File: config.mk
export PLATFORM = sky130hd
export DESIGN_NAME = prog_memory_flat
export DESIGN_NICKNAME = d
export VERILOG_FILES = /design/src/rtl/prog_mem_pkg.sv /design/src/rtl/prog_memory_if.sv /design/src/rtl/prog_mem_array.sv /design/src/rtl/prog_memory.sv /design/src/flat_wrapper.sv
export SDC_FILE = /design/constraint.sdc
export NUM_CORES = 2
export LEC_CHECK = 0
export BUFFER_PORTS_ARGS = -buffer_cell sky130_fd_sc_hd__buf_4
export CORE_ASPECT_RATIO = 1.1
export CORE_UTILIZATION = 65
export CTS_CLUSTER_SIZE = 8
export DETAILED_ROUTE_END_ITERATION = 7
export PLACE_DENSITY = 0.83
export SYNTH_ARGS = -nofsm -noshare
export SYNTH_HDL_FRONTEND = slang
export SYNTH_HIERARCHICAL = 1
export SYNTH_SLANG_ARGS = --single-unit
File: constraint.sdc
create_clock -name clk -period 15.1 [get_ports clk]
set_input_delay 2.265 -clock clk [delete_from_list [all_inputs] [get_ports clk]]
set_output_delay 2.265 -clock clk [all_outputs]
set_load 0.03 [all_outputs]
File: src/rtl/prog_mem_pkg.sv
// -----------------------------------------------------------------------------
// prog_mem_pkg
// Shared definitions for the program memory: default geometry, the control
// FSM state type, and small helpers for sizing and validating fetch lengths.
// -----------------------------------------------------------------------------
package prog_mem_pkg;

    localparam int DEF_DATA_W    = 8;
    localparam int DEF_ADDR_W    = 8;
    localparam int DEF_MAX_BYTES = 3;

    typedef enum logic [1:0] {
        IDLE  = 2'd0,
        FETCH = 2'd1,
        DONE  = 2'd2
    } state_e;

    // Width of the fetch length field: must hold 0..max_bytes.
    function automatic int fetch_len_w(input int max_bytes);
        return $clog2(max_bytes + 1);
    endfunction

    // A fetch must return at least one word and no more than the port holds.
    // Evaluated on ints so the range test stays meaningful for any width.
    function automatic logic len_is_legal(input int len, input int max_bytes);
        return (len >= 1) && (len <= max_bytes);
    endfunction

endpackage

File: src/rtl/prog_memory_if.sv
// -----------------------------------------------------------------------------
// prog_memory_if
// Load and fetch ports of the program memory.
//   master : the loader / control unit (drives load_* and fetch_req/addr/len)
//   slave  : the program memory (drives load_ready, fetch_data/valid/err,
//            busy and load_count)
// -----------------------------------------------------------------------------
interface prog_memory_if
    import prog_mem_pkg::*;
#(
    parameter int DATA_W    = DEF_DATA_W,
    parameter int ADDR_W    = DEF_ADDR_W,
    parameter int MAX_BYTES = DEF_MAX_BYTES
);
    localparam int LEN_W = fetch_len_w(MAX_BYTES);

    // load port
    logic                        load_valid;
    logic [ADDR_W-1:0]           load_addr;
    logic [DATA_W-1:0]           load_data;
    logic                        load_ready;

    // fetch port
    logic                        fetch_req;
    logic [ADDR_W-1:0]           fetch_addr;
    logic [LEN_W-1:0]            fetch_len;
    logic [DATA_W*MAX_BYTES-1:0] fetch_data;
    logic                        fetch_valid;
    logic                        fetch_err;

    // status
    logic                        busy;
    logic [ADDR_W:0]             load_count;

    modport master (
        output load_valid, load_addr, load_data,
        input  load_ready,
        output fetch_req, fetch_addr, fetch_len,
        input  fetch_data, fetch_valid, fetch_err,
        input  busy, load_count
    );

    modport slave (
        input  load_valid, load_addr, load_data,
        output load_ready,
        input  fetch_req, fetch_addr, fetch_len,
        output fetch_data, fetch_valid, fetch_err,
        output busy, load_count
    );

endinterface

File: src/rtl/prog_mem_array.sv
// -----------------------------------------------------------------------------
// prog_mem_array
// Single-port storage with one "written" flag per location.
//   clk        : system clock, write on rising edge
//   rst        : async active-high, clears all written flags (data untouched)
//   we_i       : write enable
//   addr_i     : shared read/write address
//   wdata_i    : write data
//   rdata_o    : combinational read data at addr_i
//   written_o  : combinational written flag at addr_i
// -----------------------------------------------------------------------------
module prog_mem_array
    import prog_mem_pkg::*;
#(
    parameter int DATA_W = DEF_DATA_W,
    parameter int ADDR_W = DEF_ADDR_W
) (
    input  logic              clk,
    input  logic              rst,
    input  logic              we_i,
    input  logic [ADDR_W-1:0] addr_i,
    input  logic [DATA_W-1:0] wdata_i,
    output logic [DATA_W-1:0] rdata_o,
    output logic              written_o
);
    localparam int DEPTH = 2 ** ADDR_W;

    logic [DATA_W-1:0] mem [DEPTH];
    logic [DEPTH-1:0]  written_q;

    // Contents are deliberately not reset; only the flags are.
    always_ff @(posedge clk) begin
        if (we_i) begin
            mem[addr_i] <= wdata_i;
        end
    end

    for (genvar gi = 0; gi < DEPTH; gi++) begin : g_flag
        always_ff @(posedge clk or posedge rst) begin
            if (rst) begin
                written_q[gi] <= 1'b0;
            end else if (we_i && (addr_i == ADDR_W'(gi))) begin
                written_q[gi] <= 1'b1;
            end
        end
    end

    assign rdata_o   = mem[addr_i];
    assign written_o = written_q[addr_i];

endmodule

File: src/rtl/prog_memory.sv
// -----------------------------------------------------------------------------
// prog_memory
// Byte-addressable program memory with a valid/ready load port and a
// req/valid multi-word fetch port.
//   clk  : system clock, all logic on the rising edge
//   rst  : async active-high reset
//   bus  : prog_memory_if.slave
//          load_valid/addr/data -> load_ready
//          fetch_req/addr/len   -> fetch_data/valid/err
//          busy (FETCH or DONE), load_count (distinct locations written)
// Fetch reads one word per cycle starting at fetch_addr, wrapping modulo
// DEPTH; any unwritten location or an out-of-range length raises fetch_err.
// -----------------------------------------------------------------------------
module prog_memory
    import prog_mem_pkg::*;
#(
    parameter int DATA_W    = DEF_DATA_W,
    parameter int ADDR_W    = DEF_ADDR_W,
    parameter int MAX_BYTES = DEF_MAX_BYTES
) (
    input  logic         clk,
    input  logic         rst,
    prog_memory_if.slave bus
);
    localparam int LEN_W = fetch_len_w(MAX_BYTES);

    state_e                      state_q;
    logic [ADDR_W-1:0]           ptr_q;
    logic [LEN_W-1:0]            len_q;
    logic [LEN_W-1:0]            idx_q;
    logic [DATA_W*MAX_BYTES-1:0] data_q;
    logic                        err_q;
    logic                        valid_q;
    logic [ADDR_W:0]             count_q;

    logic                        load_fire;
    logic [ADDR_W-1:0]           arr_addr;
    logic [DATA_W-1:0]           rd_data;
    logic                        rd_written;

    assign bus.load_ready = (state_q == IDLE) && !rst;
    assign load_fire      = bus.load_valid && bus.load_ready;

    // One port serves both directions: loads only happen in IDLE and reads
    // only in FETCH, so the address can simply follow the state. In IDLE the
    // flag read at load_addr tells whether a load hits a fresh location.
    assign arr_addr = (state_q == FETCH) ? ptr_q : bus.load_addr;

    prog_mem_array #(
        .DATA_W (DATA_W),
        .ADDR_W (ADDR_W)
    ) u_array (
        .clk       (clk),
        .rst       (rst),
        .we_i      (load_fire),
        .addr_i    (arr_addr),
        .wdata_i   (bus.load_data),
        .rdata_o   (rd_data),
        .written_o (rd_written)
    );

    always_ff @(posedge clk or posedge rst) begin
        if (rst) begin
            state_q <= IDLE;
            ptr_q   <= '0;
            len_q   <= '0;
            idx_q   <= '0;
            data_q  <= '0;
            err_q   <= 1'b0;
            valid_q <= 1'b0;
            count_q <= '0;
        end else begin
            case (state_q)
                IDLE: begin
                    valid_q <= 1'b0;
                    if (load_fire) begin
                        // Load wins; a pending fetch_req waits for a free cycle.
                        if (!rd_written) begin
                            count_q <= count_q + 1'b1;
                        end
                    end else if (bus.fetch_req) begin
                        ptr_q  <= bus.fetch_addr;
                        len_q  <= bus.fetch_len;
                        idx_q  <= '0;
                        data_q <= '0;
                        if (len_is_legal(int'(bus.fetch_len), MAX_BYTES)) begin
                            err_q   <= 1'b0;
                            state_q <= FETCH;
                        end else begin
                            err_q   <= 1'b1;
                            valid_q <= 1'b1;
                            state_q <= DONE;
                        end
                    end
                end

                FETCH: begin
                    for (int i = 0; i < MAX_BYTES; i++) begin
                        if (idx_q == LEN_W'(i)) begin
                            data_q[i*DATA_W +: DATA_W] <= rd_data;
                        end
                    end
                    err_q <= err_q | !rd_written;
                    ptr_q <= ptr_q + 1'b1;   // wraps DEPTH-1 -> 0 by width
                    idx_q <= idx_q + 1'b1;
                    if (idx_q == len_q - 1'b1) begin
                        valid_q <= 1'b1;
                        state_q <= DONE;
                    end
                end

                DONE: begin
                    valid_q <= 1'b0;
                    state_q <= IDLE;
                end

                default: begin
                    valid_q <= 1'b0;
                    state_q <= IDLE;
                end
            endcase
        end
    end

    assign bus.fetch_data  = data_q;
    assign bus.fetch_valid = valid_q;
    assign bus.fetch_err   = err_q;
    assign bus.busy        = (state_q != IDLE);
    assign bus.load_count  = count_q;

endmodule

File: src/flat_wrapper.sv
// flat-port wrapper written by rule: the top's interface ports become plain ports
module prog_memory_flat import prog_mem_pkg::*;
#(
    parameter int DATA_W    = DEF_DATA_W,
    parameter int ADDR_W    = DEF_ADDR_W,
    parameter int MAX_BYTES = DEF_MAX_BYTES
)
  (clk, rst, bus_load_valid, bus_load_addr, bus_load_data, bus_load_ready, bus_fetch_req, bus_fetch_addr, bus_fetch_len, bus_fetch_data, bus_fetch_valid, bus_fetch_err, bus_busy, bus_load_count);
  prog_memory_if #(.DATA_W(DATA_W), .ADDR_W(ADDR_W), .MAX_BYTES(MAX_BYTES)) bus_i ();
  input  logic clk;
  input  logic rst;
  input wire logic [$bits(bus_i.load_valid)-1:0] bus_load_valid;
  input wire logic [$bits(bus_i.load_addr)-1:0] bus_load_addr;
  input wire logic [$bits(bus_i.load_data)-1:0] bus_load_data;
  output wire logic [$bits(bus_i.load_ready)-1:0] bus_load_ready;
  input wire logic [$bits(bus_i.fetch_req)-1:0] bus_fetch_req;
  input wire logic [$bits(bus_i.fetch_addr)-1:0] bus_fetch_addr;
  input wire logic [$bits(bus_i.fetch_len)-1:0] bus_fetch_len;
  output wire logic [$bits(bus_i.fetch_data)-1:0] bus_fetch_data;
  output wire logic [$bits(bus_i.fetch_valid)-1:0] bus_fetch_valid;
  output wire logic [$bits(bus_i.fetch_err)-1:0] bus_fetch_err;
  output wire logic [$bits(bus_i.busy)-1:0] bus_busy;
  output wire logic [$bits(bus_i.load_count)-1:0] bus_load_count;
  assign bus_i.load_valid = bus_load_valid;
  assign bus_i.load_addr = bus_load_addr;
  assign bus_i.load_data = bus_load_data;
  assign bus_load_ready = bus_i.load_ready;
  assign bus_i.fetch_req = bus_fetch_req;
  assign bus_i.fetch_addr = bus_fetch_addr;
  assign bus_i.fetch_len = bus_fetch_len;
  assign bus_fetch_data = bus_i.fetch_data;
  assign bus_fetch_valid = bus_i.fetch_valid;
  assign bus_fetch_err = bus_i.fetch_err;
  assign bus_busy = bus_i.busy;
  assign bus_load_count = bus_i.load_count;
  prog_memory #(.DATA_W(DATA_W), .ADDR_W(ADDR_W), .MAX_BYTES(MAX_BYTES)) u_core (.clk(clk), .rst(rst), .bus(bus_i));
endmodule
==> reports/metrics.yaml <==
routing:
  post_drt_wl_per_cell_um: 37.9
  drtPass1Iterations: 8
  drt_iter0_drc: 9798
  viasPerCell: 7.56
  drc: 0
  drt-total-wl_um: 256000
  vias: 51100
  antenna_left: 0
clocking:
  cts-root-buf: "clkbuf_16"
  cts_buffers: 344
  cts_tree: "built"
  hold_buffers: 0
  cts_setup_buffers: 0
  cts_resized: 0
  clock_latency_ns: 0.95
  clock-sinks: 2353
  cts.clk_slew.worst_paths_ns: 0.05
  cts_buffer_depth: 4
  htree_num_levels: 5
power:
  p_seq_share_pct: 39.4
  switching_share_pct: 29.9
  p_clk_share_pct: 37.1
  p_comb_share_pct: 23.5
  p_sw_w: 0.00566
  p_leak_nw: 34.6
  p_int_w: 0.0133
  p_per_area_nw_per_um2: 184
  ir_worst_vdd_v: 0.000183
grt:
  antenna_found_initial: 7
  met3_usage_pct: 9.45
  overflow: 0
  grt_max_degree: 167
  grt_use_total_pct: 36.9
  met2_usage_pct: 56.7
  first_global_vias: 51800
  grt_busiest_layer: "met2"
  met1_usage_pct: 48.1
  grt_pass1_wl_um: 367000
worst_setup_path:
  r2r_slack_ns: 7.30
  r2r_cells: 13
  required_ns: 15.85
  critical_path_arrival_ns: 8.55
  cp-start-kind: "register"
  rr_startpoint: "u_core/state_q[1]"
  path_max_fanout: 47
  crit_path_end_kind: "register"
  path_class: "register to register"
  regToRegEndpoint: "u_core/bus.fetch_data[19]"
worst_hold_path:
  worstHoldStart: "u_core/u_array/written_q[62]"
  min_to: "u_core/u_array/written_q[62]"
  holdPathStages: 1
  min_path_type: "register to register"
sta:
  fin_skew_ns: 0.0559
  drv_slew: 0
  rsz0062_at_grt: "no"
  holdWs_ns: 0.463
  hold_viol: 0
  min_period_ns: 7.80
  fin_crit_sh_pct: 51.6
  fmax_mhz: 128
  worst_pin_slew_ns: 1.45
  setup_tns_ns: 0
  setup_viol_count_final: 0
  slew_headroom_pct: 3.09
placed_design:
  numPortBuffers: 66
  gp_congestion: 0.858
  place_hpwl_um: 124000
  dp.cells: 6156
finish:
  area_delta_synth_final_pct: 13.2
  fin_util_pct: 74.3
  drive_gt1_share_pct: 27.3
  final_cells: 6753
  register_area_um2: 69100
  nFillCells: 6545
  multi_input_area_um2: 20500
  nets: 4725
yosys:
  synthTopCellsByArea: "edfxtp_1 (68%), mux4_2 (14%), dfrtp_1 (8.4%), a22oi_1 (2.4%), or2_2 (1.7%)"
  async_flop_share_pct: 13.0
  ys_seq_area_share_pct: 76.1
  ys_ff_latch: 2353
  synth_edf_count: 2048
  dominantRegCellSynth: "edfxtp_1"
  netlist.area_leader.share_pct: 67.7
  yosysTopAreaCell: "edfxtp_1"
  netlist_area_um2: 90800
  synth_cells: 4463
  syn_area_per_cell_um2: 20.4
  yosysWarnings: 6
  syn_nets: 4498
  yosysUniqueCellTypes: 47
floorplanning:
  start_util_pct: 65.6
  ios: 67
  dieHeight_um: 394
  fp-row-count: 143
  fp.coreArea_um2: 138000
  die_area_um2: 141000
  die_w_um: 358
job:
  maxCapViolations: 0
outcome:
  outcome: "complete, no violations"
## sequential cells by signal, indices dropped and copies added, names as in the netlist, 2 cells and up
name and count:
u_core/state_q 2, u_core/ptr_q 8, u_core/u_array/written_q 256, u_core/bus.fetch_data 24, u_core/u_array/mem 2048, u_core/idx_q 2
u_core/len_q 2, u_core/bus.load_count 9
## cell families (layout without fill, tap and decap cells)
family / Yosys count / count (layout) / synth area share [%]
adders and majority gates: 5 / 5 / 0.0689
and+or+nand+nor: 672 / 672 / 3.66
other: 0 / 13 / 0
muxes: 603 / 603 / 14.6
buffers and inverters: 279 / 744 / 1.44
AOI/OAI and AO/OA: 542 / 542 / 4.05
xor gates and xnor gates: 9 / 9 / 0.0868
DFF: 2353 / 2353 / 76.1
## synth_stat cells, types with 9 or more instances
| master | number |
|---|---|
| clkbuf_1 | 150 |
| buf_1 | 33 |
| mux4_2 | 576 |
| or2_2 | 242 |
| o21ai_1 | 22 |
| a22oi_1 | 291 |
| buf_4 | 9 |
| nand3_1 | 19 |
| mux2i_1 | 24 |
| dfrtp_1 | 305 |
| buf_2 | 58 |
| nor2_1 | 269 |
| nand4_1 | 18 |
| o21bai_1 | 16 |
| edfxtp_1 | 2048 |
| nand2_1 | 80 |
| a21oi_1 | 149 |
| nor2b_1 | 19 |
| nand2b_1 | 9 |
| o41ai_1 | 37 |
| buf_6 | 21 |
## worst max-delay path: stages, from the launching register on
cell and delay [ns]:
dfrtp_1 0.91, nand2b_1 0.54, nand2_1 0.21, nand2_4 0.75
buf_4 0.65, buf_4 0.69, mux4_2 0.63, a22oi_1 0.32
a21oi_1 0.21, o41ai_1 1.16, nand4_1 0.67, nor2b_1 0.38
mux2i_1 0.23, o21ai_0 0.13
## cell usage in the layout, fill, tap and decap left out, types with 138 or more instances in the layout
cell       instances
buf_4            138
a21oi_1          149
a22oi_1          291
mux4_2           576
clkbuf_16        350
nor2_1           268
clkbuf_1         228
dfrtp_1          305
edfxtp_1        2048
or2_2            242
## metal layers
| metal | wire (um) | part of all wire (%) |
|---|---|---|
| met1 | 82100 | 32 |
| met2 | 122000 | 48 |
| met3 | 33700 | 13 |
| met4 | 17800 | 7.0 |
| met5 | 55 | 0.021 |
## how the worst max path moves through the flow
| stage | from | endpoint | slack [ns] |
|---|---|---|---|
| floorplan | rst | u_core/u_array/written_q[0] | 5.79 |
| global placement | bus_load_addr[0] | u_core/bus.load_count[1] | 6.77 |
| detailed placement | bus_load_addr[0] | u_core/bus.load_count[1] | 6.75 |
| CTS | u_core/state_q[1] | u_core/bus.load_count[1] | 7.74 |
| global route | u_core/state_q[1] | u_core/bus.load_count[4] | 7.29 |
| finish | u_core/state_q[1] | u_core/bus.fetch_data[19] | 7.30 |
## final cells by class
class	instances	area share, %
flip-flops and latches	2353	67.2
multi-input cells	1831	19.9
clock buffers	578	9.35
well taps	1812	2.20
repair buffers	152	1.23
clock inverters	6	0.0584
inverters	8	0.0365
diodes	13	0.0316
## power by group through the flow
stage               combinational, W  clock, W  sequential [W]
floorplan                    0.00285         0         0.00753
global placement             0.00405         0         0.00752
detailed placement           0.00412         0         0.00753
CTS                          0.00432   0.00703         0.00743
global route                 0.00454   0.00729         0.00745
finish                       0.00445   0.00702         0.00745
## metrics by stage
step	worst slack [ns]	cell area [um2]	power (W)
finish	7.30	103000	0.0189
global route	7.29	103000	0.0193
CTS	7.74	103000	0.0188
detailed placement	6.75	93200	0.0117
global placement	6.77	93200	0.0116
floorplan	5.79	90800	0.0104
Power figures use the tool's default switching activity.
